--- src/rtl/preif_pc_gen_pkg.sv ---
// Shared CPU definitions used by the PREIF stage: exception bundle type and reset vector.
package preif_pc_gen_pkg;

   localparam logic [31:0] DEFAULT_RESET_PC = 32'hBFC0_0000;

   // Exception flags that travel down the pipeline with each instruction.
   typedef struct packed {
      logic interrupt;
      logic adel_if;        // fetch address error (misaligned PC)
      logic reserved_instr;
      logic syscall;
      logic brk;
      logic eret;
      logic ades_mem;
      logic adel_mem;
      logic overflow;
      logic trap;
   } ExceptinPipeType;

endpackage

--- src/rtl/preif_redirect_buf.sv ---
// Holds a redirect that arrives while the front end is stalled until IF can advance.
module preif_redirect_buf
   import preif_pc_gen_pkg::*;
(
   input  logic        clk,
   input  logic        rst,
   input  logic        wr,
   input  logic        br_redirect,
   input  logic [31:0] br_target,
   input  logic        exc_redirect,
   input  logic [31:0] exc_pc,
   output logic        hold_br,
   output logic        hold_exc,
   output logic [31:0] pend_target
);

   typedef enum logic [1:0] {StRun, StHoldBr, StHoldExc} state_e;

   state_e      state_q, state_d;
   logic [31:0] pend_q, pend_d;

   // Next state: advancing consumes any pending redirect; otherwise latch by priority.
   always_comb begin
      state_d = state_q;
      pend_d  = pend_q;
      if (wr) begin
         state_d = StRun;
         pend_d  = '0;
      end else if (exc_redirect) begin
         // Exception beats any pending or simultaneous branch.
         state_d = StHoldExc;
         pend_d  = exc_pc;
      end else if (br_redirect && state_q != StHoldExc) begin
         // Newer branch replaces an older pending one; dropped behind an exception.
         state_d = StHoldBr;
         pend_d  = br_target;
      end
   end

   // State and pending-target registers.
   always_ff @(posedge clk or posedge rst) begin
      if (rst) begin
         state_q <= StRun;
         pend_q  <= '0;
      end else begin
         state_q <= state_d;
         pend_q  <= pend_d;
      end
   end

   assign hold_br     = (state_q == StHoldBr);
   assign hold_exc    = (state_q == StHoldExc);
   assign pend_target = pend_q;

endmodule

--- src/rtl/preif_pc_gen.sv ---
// PREIF program-counter generator: sequential fetch, branch and exception redirects.
module preif_pc_gen
   import preif_pc_gen_pkg::*;
#(
   parameter logic [31:0] RESET_PC = DEFAULT_RESET_PC
) (
   input  logic            clk,
   input  logic            rst,
   input  logic            PREIF_Wr,
   input  logic            BR_Redirect,
   input  logic [31:0]     BR_Target,
   input  logic            EXC_Redirect,
   input  logic [31:0]     EXC_PC,
   output logic [31:0]     PREIF_PC,
   output ExceptinPipeType PREIF_ExceptType,
   output logic            PREIF_Valid
);

   logic [31:0] pc_q, next_pc, pend_target;
   logic        valid_q, hold_br, hold_exc;

   preif_redirect_buf u_redirect_buf (
      .clk          (clk),
      .rst          (rst),
      .wr           (PREIF_Wr),
      .br_redirect  (BR_Redirect),
      .br_target    (BR_Target),
      .exc_redirect (EXC_Redirect),
      .exc_pc       (EXC_PC),
      .hold_br      (hold_br),
      .hold_exc     (hold_exc),
      .pend_target  (pend_target)
   );

   // Next-PC priority: live exception, held exception, live branch, held branch, PC+4.
   always_comb begin
      next_pc = pc_q + 32'd4;
      if (EXC_Redirect) begin
         next_pc = EXC_PC;
      end else if (hold_exc) begin
         next_pc = pend_target;
      end else if (BR_Redirect) begin
         next_pc = BR_Target;
      end else if (hold_br) begin
         next_pc = pend_target;
      end
   end

   // PC register advances only when IF accepts; valid rises on the first edge after reset.
   always_ff @(posedge clk or posedge rst) begin
      if (rst) begin
         pc_q    <= RESET_PC;
         valid_q <= 1'b0;
      end else begin
         valid_q <= 1'b1;
         if (PREIF_Wr) begin
            pc_q <= next_pc;
         end
      end
   end

   // Fetch exception depends only on the registered PC alignment.
   always_comb begin
      PREIF_ExceptType         = '0;
      PREIF_ExceptType.adel_if = |pc_q[1:0];
   end

   assign PREIF_PC    = pc_q;
   assign PREIF_Valid = valid_q;

endmodule

--- config.mk ---
export PLATFORM = sky130hd
export DESIGN_NAME = preif_pc_gen
export DESIGN_NICKNAME = d
export VERILOG_FILES = /design/src/rtl/preif_pc_gen_pkg.sv /design/src/rtl/preif_redirect_buf.sv /design/src/rtl/preif_pc_gen.sv
export SDC_FILE = /design/constraint.sdc
export NUM_CORES = 1
export LEC_CHECK = 0
export ABC_AREA = 1
export BUFFER_PORTS_ARGS = -buffer_cell sky130_fd_sc_hd__buf_4
export CORE_MARGIN = 2
export CORE_UTILIZATION = 40
export CTS_CLUSTER_DIAMETER = 80
export CTS_CLUSTER_SIZE = 25
export DETAILED_ROUTE_END_ITERATION = 10
export GPL_TIMING_DRIVEN = 0
export HOLD_SLACK_MARGIN = 0.06
export SLEW_MARGIN = 30
export SYNTH_ARGS = -nofsm -noshare
export SYNTH_HDL_FRONTEND = slang
export SYNTH_SLANG_ARGS = --single-unit
export TNS_END_PERCENT = 50
--- constraint.sdc ---
create_clock -name clk -period 2.6 [get_ports clk]
set_clock_uncertainty 0.05 [all_clocks]
set_input_delay 0 -clock clk [delete_from_list [all_inputs] [get_ports clk]]
set_output_delay 0 -clock clk [all_outputs]
set_load 0.01 [all_outputs]
==> results_dict.tcl, run 1 <==
set metrics [dict create \
    status "completed" \
    ir_worst_vdd_mv 0.343 \
    cts_root_buf "clkbuf_16" \
    async_flop_share_pct 100 \
    dr.pass1.iters 7 \
    reg2reg_slack_ps 150 \
    die_area_mm2 0.0129 \
    cts_htree_levels 3 \
    internal_power_w 0.00244 \
    cp-end-kind "register" \
    hp-start "BR_Redirect" \
    drt_wl_total_mm 18.3 \
    max_freq_mhz 408 \
    synth_top_area_share_pct 30.3 \
    hp-class "in2reg" \
    drive_gt1_share_pct 20.7 \
    avgSynthCellArea_um2 7.00 \
    crit_arrival_ps 2620 \
    synth.most_common_cell "nand2_1" \
    period_share_pct 94.2 \
    cts.clk_slew.worst_paths_ps 60 \
    grt_usage_pct 28.6 \
    preCtsSetupSlack_ps 507 \
    viasPerCell 5.36 \
    yosysWarnings 0 \
    grt-ovfl-total 0 \
    row_count 39 \
    crit_path_max_fanout 10 \
    cp_slowest_cell "dlygate4sd3_1" \
    critical_path_required_ps 2770 \
    initial_core_util_pct 41.4 \
    cts_sinks 67 \
    leakage_nw 3.36 \
    grt_max_degree 38 \
    antenna_found_initial 0 \
    antennaDiodeCount 0 \
    cpMostUsedCell "nand2_1" \
    clock_path_buffers 2 \
    vias 5602 \
    numCtsBuffers 9 \
    wl_per_cell_um 17.5 \
    final_nets 970 \
    syn_inst 685 \
    path_cells "ha_1 -> nand2_2 -> nand2_1 -> clkbuf_4 -> inv_1 -> nand2_1 -> o211ai_1 -> a31oi_1 -> dlygate4sd3_1" \
    whs_ps 80.8 \
    core_mm2 0.0116 \
    synthTopCellsByArea "dfrtp_1, nand2_1, nor2_1" \
    ant_nets 0 \
    grt_first_pass_wirelength_mm 28.4 \
    worstMarginPinSlew_ps 725 \
    power_frac_clock_pct 35.0 \
    fin_ws_ps 151 \
    cts_tree "yes" \
    rsz0062_at_grt "false" \
    ys_seq_elements 67 \
    die_h_um 113 \
    swShare_pct 32.5 \
    final_max_slew_viol_count 0 \
    drt-initial-drc-count 624 \
    portBuffers 99 \
    hold_violations 0 \
    syn-cell-area_mm2 0.00479 \
    powerDensity_mw_per_mm2 516 \
    yosysTopAreaCell "dfrtp_1" \
    insertion_delay_ps 340 \
    power.switching_w 0.00117 \
    reg2reg_from "u_redirect_buf.state_q[0]" \
    relSlewSlack_pct 51.6 \
    period_needed_ps 2450 \
    setup_viol_count_final 0 \
    ios 112 \
    synthTopCellsByCount "nand2_1, nor2_1, inv_1" \
    multi_input_area_mm2 0.00258 \
    synth_flop_cell "dfrtp_1" \
    fin_total_pwr_w 0.00362 \
    globalplace.congestion 0.924 \
    grt_pass1_vias 5452 \
    dp_hpwl_mm 12.6 \
    crit_path_start_kind "register" \
    slowest_delay_ps 570 \
    fill_cells 1057 \
    critPathLaunch "u_redirect_buf.state_q[0]" \
    seq_area_mm2 0.00169 \
    drc 0 \
    synth_edf_count 0 \
    seqPwrFrac_pct 36.0 \
    path_class "reg2reg" \
    die_w_um 113 \
    synthToLayoutAreaGrowth_pct 46.3 \
    max-cap-violations 0 \
    power_frac_comb_pct 28.9 \
    ys_seq_area_share_pct 35.2 \
    synth_cell_types 38 \
]
==> routing by layer <==
metal	track usage [%]	share of wire (%)	up-vias
li1	-	-	2677
met3	5.26	8.1	40
met2	45.3	46	267
met4	12.1	2.7	0
met1	38.5	43	2618
met5	0	0	-
==> registers in the layout, summed over array words and instances, names as in the netlist <==
name	cells
u_redirect_buf.state_q	2
PREIF_PC	32
PREIF_Valid	1
u_redirect_buf.pend_target	32
==> power groups by stage <==
| stage | Combinational (W) | Clock, W | Sequential [W] |
|---|---|---|---|
| detailed placement | 0.000897 | 0 | 0.00131 |
| global route | 0.00114 | 0.00133 | 0.00132 |
| floorplan | 0.000515 | 0 | 0.00130 |
| CTS | 0.00103 | 0.00128 | 0.00130 |
| finish | 0.00105 | 0.00127 | 0.00130 |
| global placement | 0.000883 | 0 | 0.00131 |
==> critical path: cells and delay by family (launching register included) <==
kind / cells / cell delay, ps
simple gates: 3 / 450
flops: 1 / 400
fa+ha+maj: 1 / 260
compound gates: 2 / 220
buf+inv: 3 / 940
==> worst paths after layout <==
path	end	depth (start not counted)
setup / recovery	PREIF_PC[1]	9
hold / removal	PREIF_PC[27]	5
setup reg to reg	PREIF_PC[1]	9
hold reg to reg	u_redirect_buf.pend_target[13]	2
max in group asynchronous	PREIF_PC[29]	4
min in group asynchronous	PREIF_PC[6]	3
==> through the flow <==
stage / TNS [ps] / util [%] / instances / area, um^2
finish: 0 / 60.6 / 1046 / 7010
global route: 0 / 60.6 / 1046 / 7010
CTS: 0 / 60.6 / 1046 / 7010
detailed placement: 0 / 49.9 / 936 / 5770
global placement: -12520 / 49.7 / 935 / 5750
floorplan: 0 / - / 693 / 4820
==> cell families (layout without fill, tap and decap cells) <==
family	Yosys count	in the layout	share of synthesized area, %
simple gates	322	322	29.5
compound gates	164	164	20.8
buf+inv	117	327	11.6
flops	67	67	35.2
mux	6	6	1.25
xor+xnor	4	4	0.731
fa+ha+maj	3	3	0.783
other cells	2	10	0.157
==> final cells by class <==
cell class / instances / share of cell area (%)
Buffer: 42 / 3.93
Multi-Input combinational cell: 509 / 36.8
Clock inverter: 2 / 0.500
Timing Repair Buffer: 194 / 24.3
Clock buffer: 14 / 3.76
Sequential cell: 67 / 24.1
Tap cell: 143 / 2.55
Inverter: 75 / 4.05
==> layout by cell type, fill, tap and decap left out, types with 3 or more instances in the layout <==
cell / instances
o22ai_1: 17
mux2i_1: 6
nand2_4: 3
clkbuf_16: 9
clkbuf_8: 5
nor2_2: 6
a21oi_2: 7
inv_1: 72
nand3_1: 53
buf_4: 108
nor2_4: 9
o21ai_0: 30
a22oi_1: 22
conb_1: 10
nor2_1: 86
dfrtp_1: 58
a21oi_1: 53
nand2_2: 9
xor2_1: 4
clkbuf_1: 13
o211ai_1: 5
and2_1: 3
dlygate4sd3_1: 94
buf_2: 12
dfstp_2: 9
dlygate4sd1_1: 4
nand2_1: 151
a31oi_1: 9
a21boi_0: 8
a211oi_1: 9
==> timing repair <==
| item | in CTS | in global routing |
|---|---|---|
| setup buffers | 0 | 0 |
| gates resized for setup | 0 | 2 |
| hold buffers | 94 | 0 |
| endpoints found under the setup margin | 0 | 1 |
| endpoints found under the hold margin | 124 | 0 |
No activity file was read; power rests on OpenSTA's default activity.
==> inputs of run 2 (changes only) <==
--- a/config.mk
+++ b/config.mk
@@ -7,13 +7,16 @@
 export LEC_CHECK = 0
 export ABC_AREA = 1
 export BUFFER_PORTS_ARGS = -buffer_cell sky130_fd_sc_hd__buf_4
+export CORE_ASPECT_RATIO = 1.5
 export CORE_MARGIN = 2
-export CORE_UTILIZATION = 40
+export CORE_UTILIZATION = 43
 export CTS_CLUSTER_DIAMETER = 80
 export CTS_CLUSTER_SIZE = 25
 export DETAILED_ROUTE_END_ITERATION = 10
 export GPL_TIMING_DRIVEN = 0
 export HOLD_SLACK_MARGIN = 0.06
+export PLACE_DENSITY = 0.66
+export RECOVER_POWER = 25
 export SLEW_MARGIN = 30
 export SYNTH_ARGS = -nofsm -noshare
 export SYNTH_HDL_FRONTEND = slang
==> results_dict.tcl, run 2 (synthesis gave the netlist of run 1 again) <==
set metrics [dict create \
    final_nets 968 \
    setup_viol_count_final 0 \
    fin_ws_ps 80.4 \
    grt_max_degree 37 \
    hp-class "in2reg" \
    core_mm2 0.0109 \
    crit_path_start_kind "register" \
    wl_per_cell_um 17.2 \
    die_area_mm2 0.0120 \
    row_count 47 \
    drc 0 \
    antennaDiodeCount 0 \
    max_freq_mhz 397 \
    hold_violations 0 \
    max-cap-violations 0 \
    status "completed" \
    worstMarginPinSlew_ps 1450 \
    ant_nets 0 \
    vias 5595 \
    drive_gt1_share_pct 20.8 \
    drt-initial-drc-count 432 \
    antenna_found_initial 0 \
    relSlewSlack_pct 2.91 \
    initial_core_util_pct 43.8 \
    critical_path_required_ps 2820 \
    fin_total_pwr_w 0.00368 \
    busiest_layer "met2" \
    critPathLaunch "u_redirect_buf.state_q[1]" \
    cts_htree_levels 3 \
    viasPerCell 5.34 \
    drt_wl_total_mm 18.0 \
    ir_worst_vdd_mv 0.361 \
    cp-end-kind "register" \
    ios 112 \
    globalplace.congestion 0.889 \
    cts.clk_slew.worst_paths_ps 60 \
    dp_hpwl_mm 12.9 \
    cts_root_buf "clkbuf_16" \
    portBuffers 99 \
    hp-start "EXC_PC[26]" \
    final_max_slew_viol_count 0 \
    reg2reg_from "u_redirect_buf.state_q[1]" \
    leakage_nw 3.35 \
    preCtsSetupSlack_ps 573 \
    die_w_um 90.2 \
    grt_util_met2_pct 53.8 \
    grt-ovfl-total 0 \
    path_class "reg2reg" \
    insertion_delay_ps 340 \
    die_h_um 133 \
    powerDensity_mw_per_mm2 526 \
    grt_first_pass_wirelength_mm 28.3 \
    numCtsBuffers 9 \
    cts_sinks 67 \
    period_needed_ps 2520 \
    dr.pass1.iters 5 \
    post_cts_buffers 0 \
    final_common_cell "nand2_1" \
    crit_path_max_fanout 10 \
    cts_tree "yes" \
    period_share_pct 96.9 \
    mostFrequentLayoutCells "nand2_1, buf_4, dlygate4sd3_1, nor2_1, inv_1" \
    met3_usage_pct 4.47 \
    crit_arrival_ps 2740 \
    whs_ps 67.8 \
    met1_usage_pct 34.5 \
    grt_usage_pct 30.2 \
    grt_pass1_vias 5438 \
    clock_path_buffers 2 \
    synthToLayoutAreaGrowth_pct 46.0 \
]
## run 2: where the power goes
part           internal [W]  switching [W]
Sequential          0.00116       0.000139
Combinational      0.000478       0.000563
Clock              0.000867       0.000473
## run 2: metrics by stage
stage / instance area [um^2] / util (%) / TNS (ps) / cells
after global routing: 7000 / 64.0 / -6.63 / 1048
after CTS: 7010 / 64.1 / 0 / 1048
after detailed placement: 5770 / 52.8 / 0 / 940
after floorplan: 4820 / - / 0 / 693
final: 7000 / 64.0 / 0 / 1048
after global placement: 5750 / 52.6 / -5650 / 939
## run 2: cell type report
class | count | area [um^2]
Buffer | 42 | 273
Clock buffer | 12 | 246
Clock inverter | 4 | 73.8
Fill cell | 999 | 3940
Inverter | 75 | 283
Multi-Input combinational cell | 509 | 2580
Sequential cell | 67 | 1690
Tap cell | 147 | 184
Timing Repair Buffer | 192 | 1670
## run 2: repair_timing
action	4_1_cts	5_1_grt
hold buffers	92	0
endpoints found under the setup margin	0	1
endpoints found under the hold margin	120	0
gates resized for setup	0	1
## run 2: worst paths after layout
path                            depth (start not counted)  slack, ps                            end
worst max-delay path                                   10         80                    PREIF_PC[1]
worst max register to register                         10         80                    PREIF_PC[1]
worst min register to register                          2        460  u_redirect_buf.pend_target[3]
min in group asynchronous                               3        500  u_redirect_buf.pend_target[1]
worst min-delay path                                    5         70                   PREIF_PC[26]
max in group asynchronous                               4        460                   PREIF_PC[21]
## run 2: layer usage
metal / vias up / wire (um)
met3: 62 / 895
li1: 2675 / -
met1: 2605 / 6920
met4: 0 / 1030
met5: - / 0
met2: 253 / 9150
## run 2: worst max-delay path, stage by stage (launching register included)
cell,delay (ps)
dfrtp_1,380
inv_1,90
ha_1,230
nand2_2,200
nand2_1,160
buf_2,260
inv_1,120
nand2_1,80
o211ai_1,90
a31oi_1,200
dlygate4sd3_1,590
==> inputs of run 3 (changes only) <==
--- a/config.mk
+++ b/config.mk
@@ -9,13 +9,12 @@
 export BUFFER_PORTS_ARGS = -buffer_cell sky130_fd_sc_hd__buf_4
 export CORE_ASPECT_RATIO = 1.5
 export CORE_MARGIN = 2
-export CORE_UTILIZATION = 43
+export CORE_UTILIZATION = 30
 export CTS_CLUSTER_DIAMETER = 80
 export CTS_CLUSTER_SIZE = 25
 export DETAILED_ROUTE_END_ITERATION = 10
 export GPL_TIMING_DRIVEN = 0
 export HOLD_SLACK_MARGIN = 0.06
-export PLACE_DENSITY = 0.66
 export RECOVER_POWER = 25
 export SLEW_MARGIN = 30
 export SYNTH_ARGS = -nofsm -noshare
==> results_dict.tcl, run 3 (synthesis gave the netlist of run 1 again) <==
set metrics [dict create \
    wl_per_cell_um 16.8 \
    cts_root_buf "clkbuf_16" \
    power_frac_comb_pct 27.8 \
    crit_path_start_kind "register" \
    cp-end-kind "register" \
    grt-ovfl-total 0 \
    ant_nets 0 \
    cts_tree "yes" \
    hp-class "in2reg" \
    final_common_cell "nand2_1" \
    hp-start "BR_Redirect" \
    cts_htree_levels 3 \
    die_w_um 107 \
    final_nets 971 \
    grt_usage_pct 22.3 \
    setup_viol_count_final 0 \
    power_frac_clock_pct 37.3 \
    path_cells "inv_1 -> ha_1 -> nor2_4 -> inv_1 -> buf_2 -> o211ai_1 -> a31oi_1 -> dlygate4sd3_1" \
    cts.clk_slew.worst_paths_ps 60 \
    numCtsBuffers 9 \
    post_cts_buffers 0 \
    swShare_pct 32.2 \
    grt_pass1_vias 5568 \
    internal_power_w 0.00254 \
    dr.pass1.iters 5 \
    status "completed" \
    crit_arrival_ps 2640 \
    leakage_nw 3.37 \
    cp_slowest_cell "dlygate4sd3_1" \
    crit_path_max_fanout 10 \
    grt_max_degree 47 \
    power.switching_w 0.00121 \
    portBuffers 99 \
    critical_path_required_ps 2770 \
    globalplace.congestion 0.884 \
    ios 112 \
    grt_first_pass_wirelength_mm 29.1 \
    mostFrequentLayoutCells "nand2_1, buf_4, dlygate4sd3_1, nor2_1, inv_1" \
    utilization_pct 45.6 \
    die_area_mm2 0.0170 \
    period_needed_ps 2460 \
    worstMarginPinSlew_ps 1230 \
    period_share_pct 94.7 \
    powerDensity_mw_per_mm2 527 \
    vias 5535 \
    antennaDiodeCount 0 \
    cts_sinks 67 \
    seqPwrFrac_pct 34.9 \
    insertion_delay_ps 340 \
    drc 0 \
    dp_hpwl_mm 13.3 \
    core_mm2 0.0156 \
    viasPerCell 5.00 \
    relSlewSlack_pct 17.9 \
    drt_wl_total_mm 18.6 \
    fill_cells 1645 \
    whs_ps 71.7 \
    drive_gt1_share_pct 21.0 \
    critPathLaunch "u_redirect_buf.state_q[0]" \
    final_max_slew_viol_count 0 \
    place_inst 996 \
    path_class "reg2reg" \
    slowest_delay_ps 590 \
    synthToLayoutAreaGrowth_pct 48.5 \
    hold_violations 0 \
    fin_cells 1107 \
    antenna_found_initial 0 \
    max-cap-violations 0 \
    rsz0062_at_grt "false" \
    max_freq_mhz 406 \
    clock_path_buffers 2 \
    reg2reg_from "u_redirect_buf.state_q[0]" \
    cpMostUsedCell "inv_1" \
    drt-initial-drc-count 282 \
    die_h_um 159 \
    row_count 56 \
    ir_worst_vdd_mv 0.313 \
    initial_core_util_pct 30.7 \
]
[run 3: final cells by class]
class / instances / area [um^2] / area share (%)
Buffer: 42 / 275 / 3.87
Clock buffer: 11 / 253 / 3.55
Clock inverter: 5 / 82.6 / 1.16
Inverter: 75 / 283 / 3.97
Multi-Input combinational cell: 509 / 2580 / 36.3
Sequential cell: 67 / 1690 / 23.7
Tap cell: 203 / 254 / 3.57
Timing Repair Buffer: 195 / 1700 / 23.9
[run 3: worst max-delay path: cells and delay by family (launching register included)]
kind	cells	cell delay, ps
adder cells (fa/ha/maj)	1	290
flip-flops	1	380
buffers and inverters	4	1060
AND/OR/NAND/NOR	1	260
AO/OA/AOI/OAI	2	310
[run 3: worst paths after layout]
kind / slack (ps) / cells after the start / endpoint
worst min register to register: 470 / 2 / u_redirect_buf.pend_target[16]
worst max register to register: 140 / 8 / PREIF_PC[5]
worst min-delay path: 70 / 5 / PREIF_PC[30]
min in group asynchronous: 340 / 3 / u_redirect_buf.pend_target[14]
max in group asynchronous: 480 / 4 / PREIF_PC[21]
worst max-delay path: 140 / 8 / PREIF_PC[5]
[run 3: power groups by stage]
stage / sequential, W / combinational, W / clock (W)
2_1_floorplan: 0.00130 / 0.000515 / 0
3_3_place_gp: 0.00132 / 0.000888 / 0
3_5_place_dp: 0.00132 / 0.000902 / 0
4_1_cts: 0.00131 / 0.00104 / 0.00141
5_1_grt: 0.00132 / 0.00115 / 0.00145
6_report: 0.00131 / 0.00104 / 0.00140
[run 3: metrics by stage]
stage	setup WS (ps)	power [W]	cell area (um^2)	setup TNS, ps
final	138	0.00375	7120	0
after CTS	28.2	0.00376	7140	0
after floorplan	882	0.00182	4820	0
after global placement	-202	0.00221	5820	-11310
after global routing	6.94	0.00392	7120	0
after detailed placement	510	0.00223	5850	0
[run 3: metal layers]
metal	global-route usage [%]	vias up	part of all wire [%]
met3	3.65	50	5.8
met2	38.6	203	51
met5	0	-	0
met4	11.9	0	4.7
li1	-	2679	-
met1	25.8	2603	39
[run 3: timing repair]
item,in CTS,in global routing
endpoints found under the setup margin,0,1
gates resized for setup,0,2
hold endpoints to repair,122,0
hold buffers,95,0
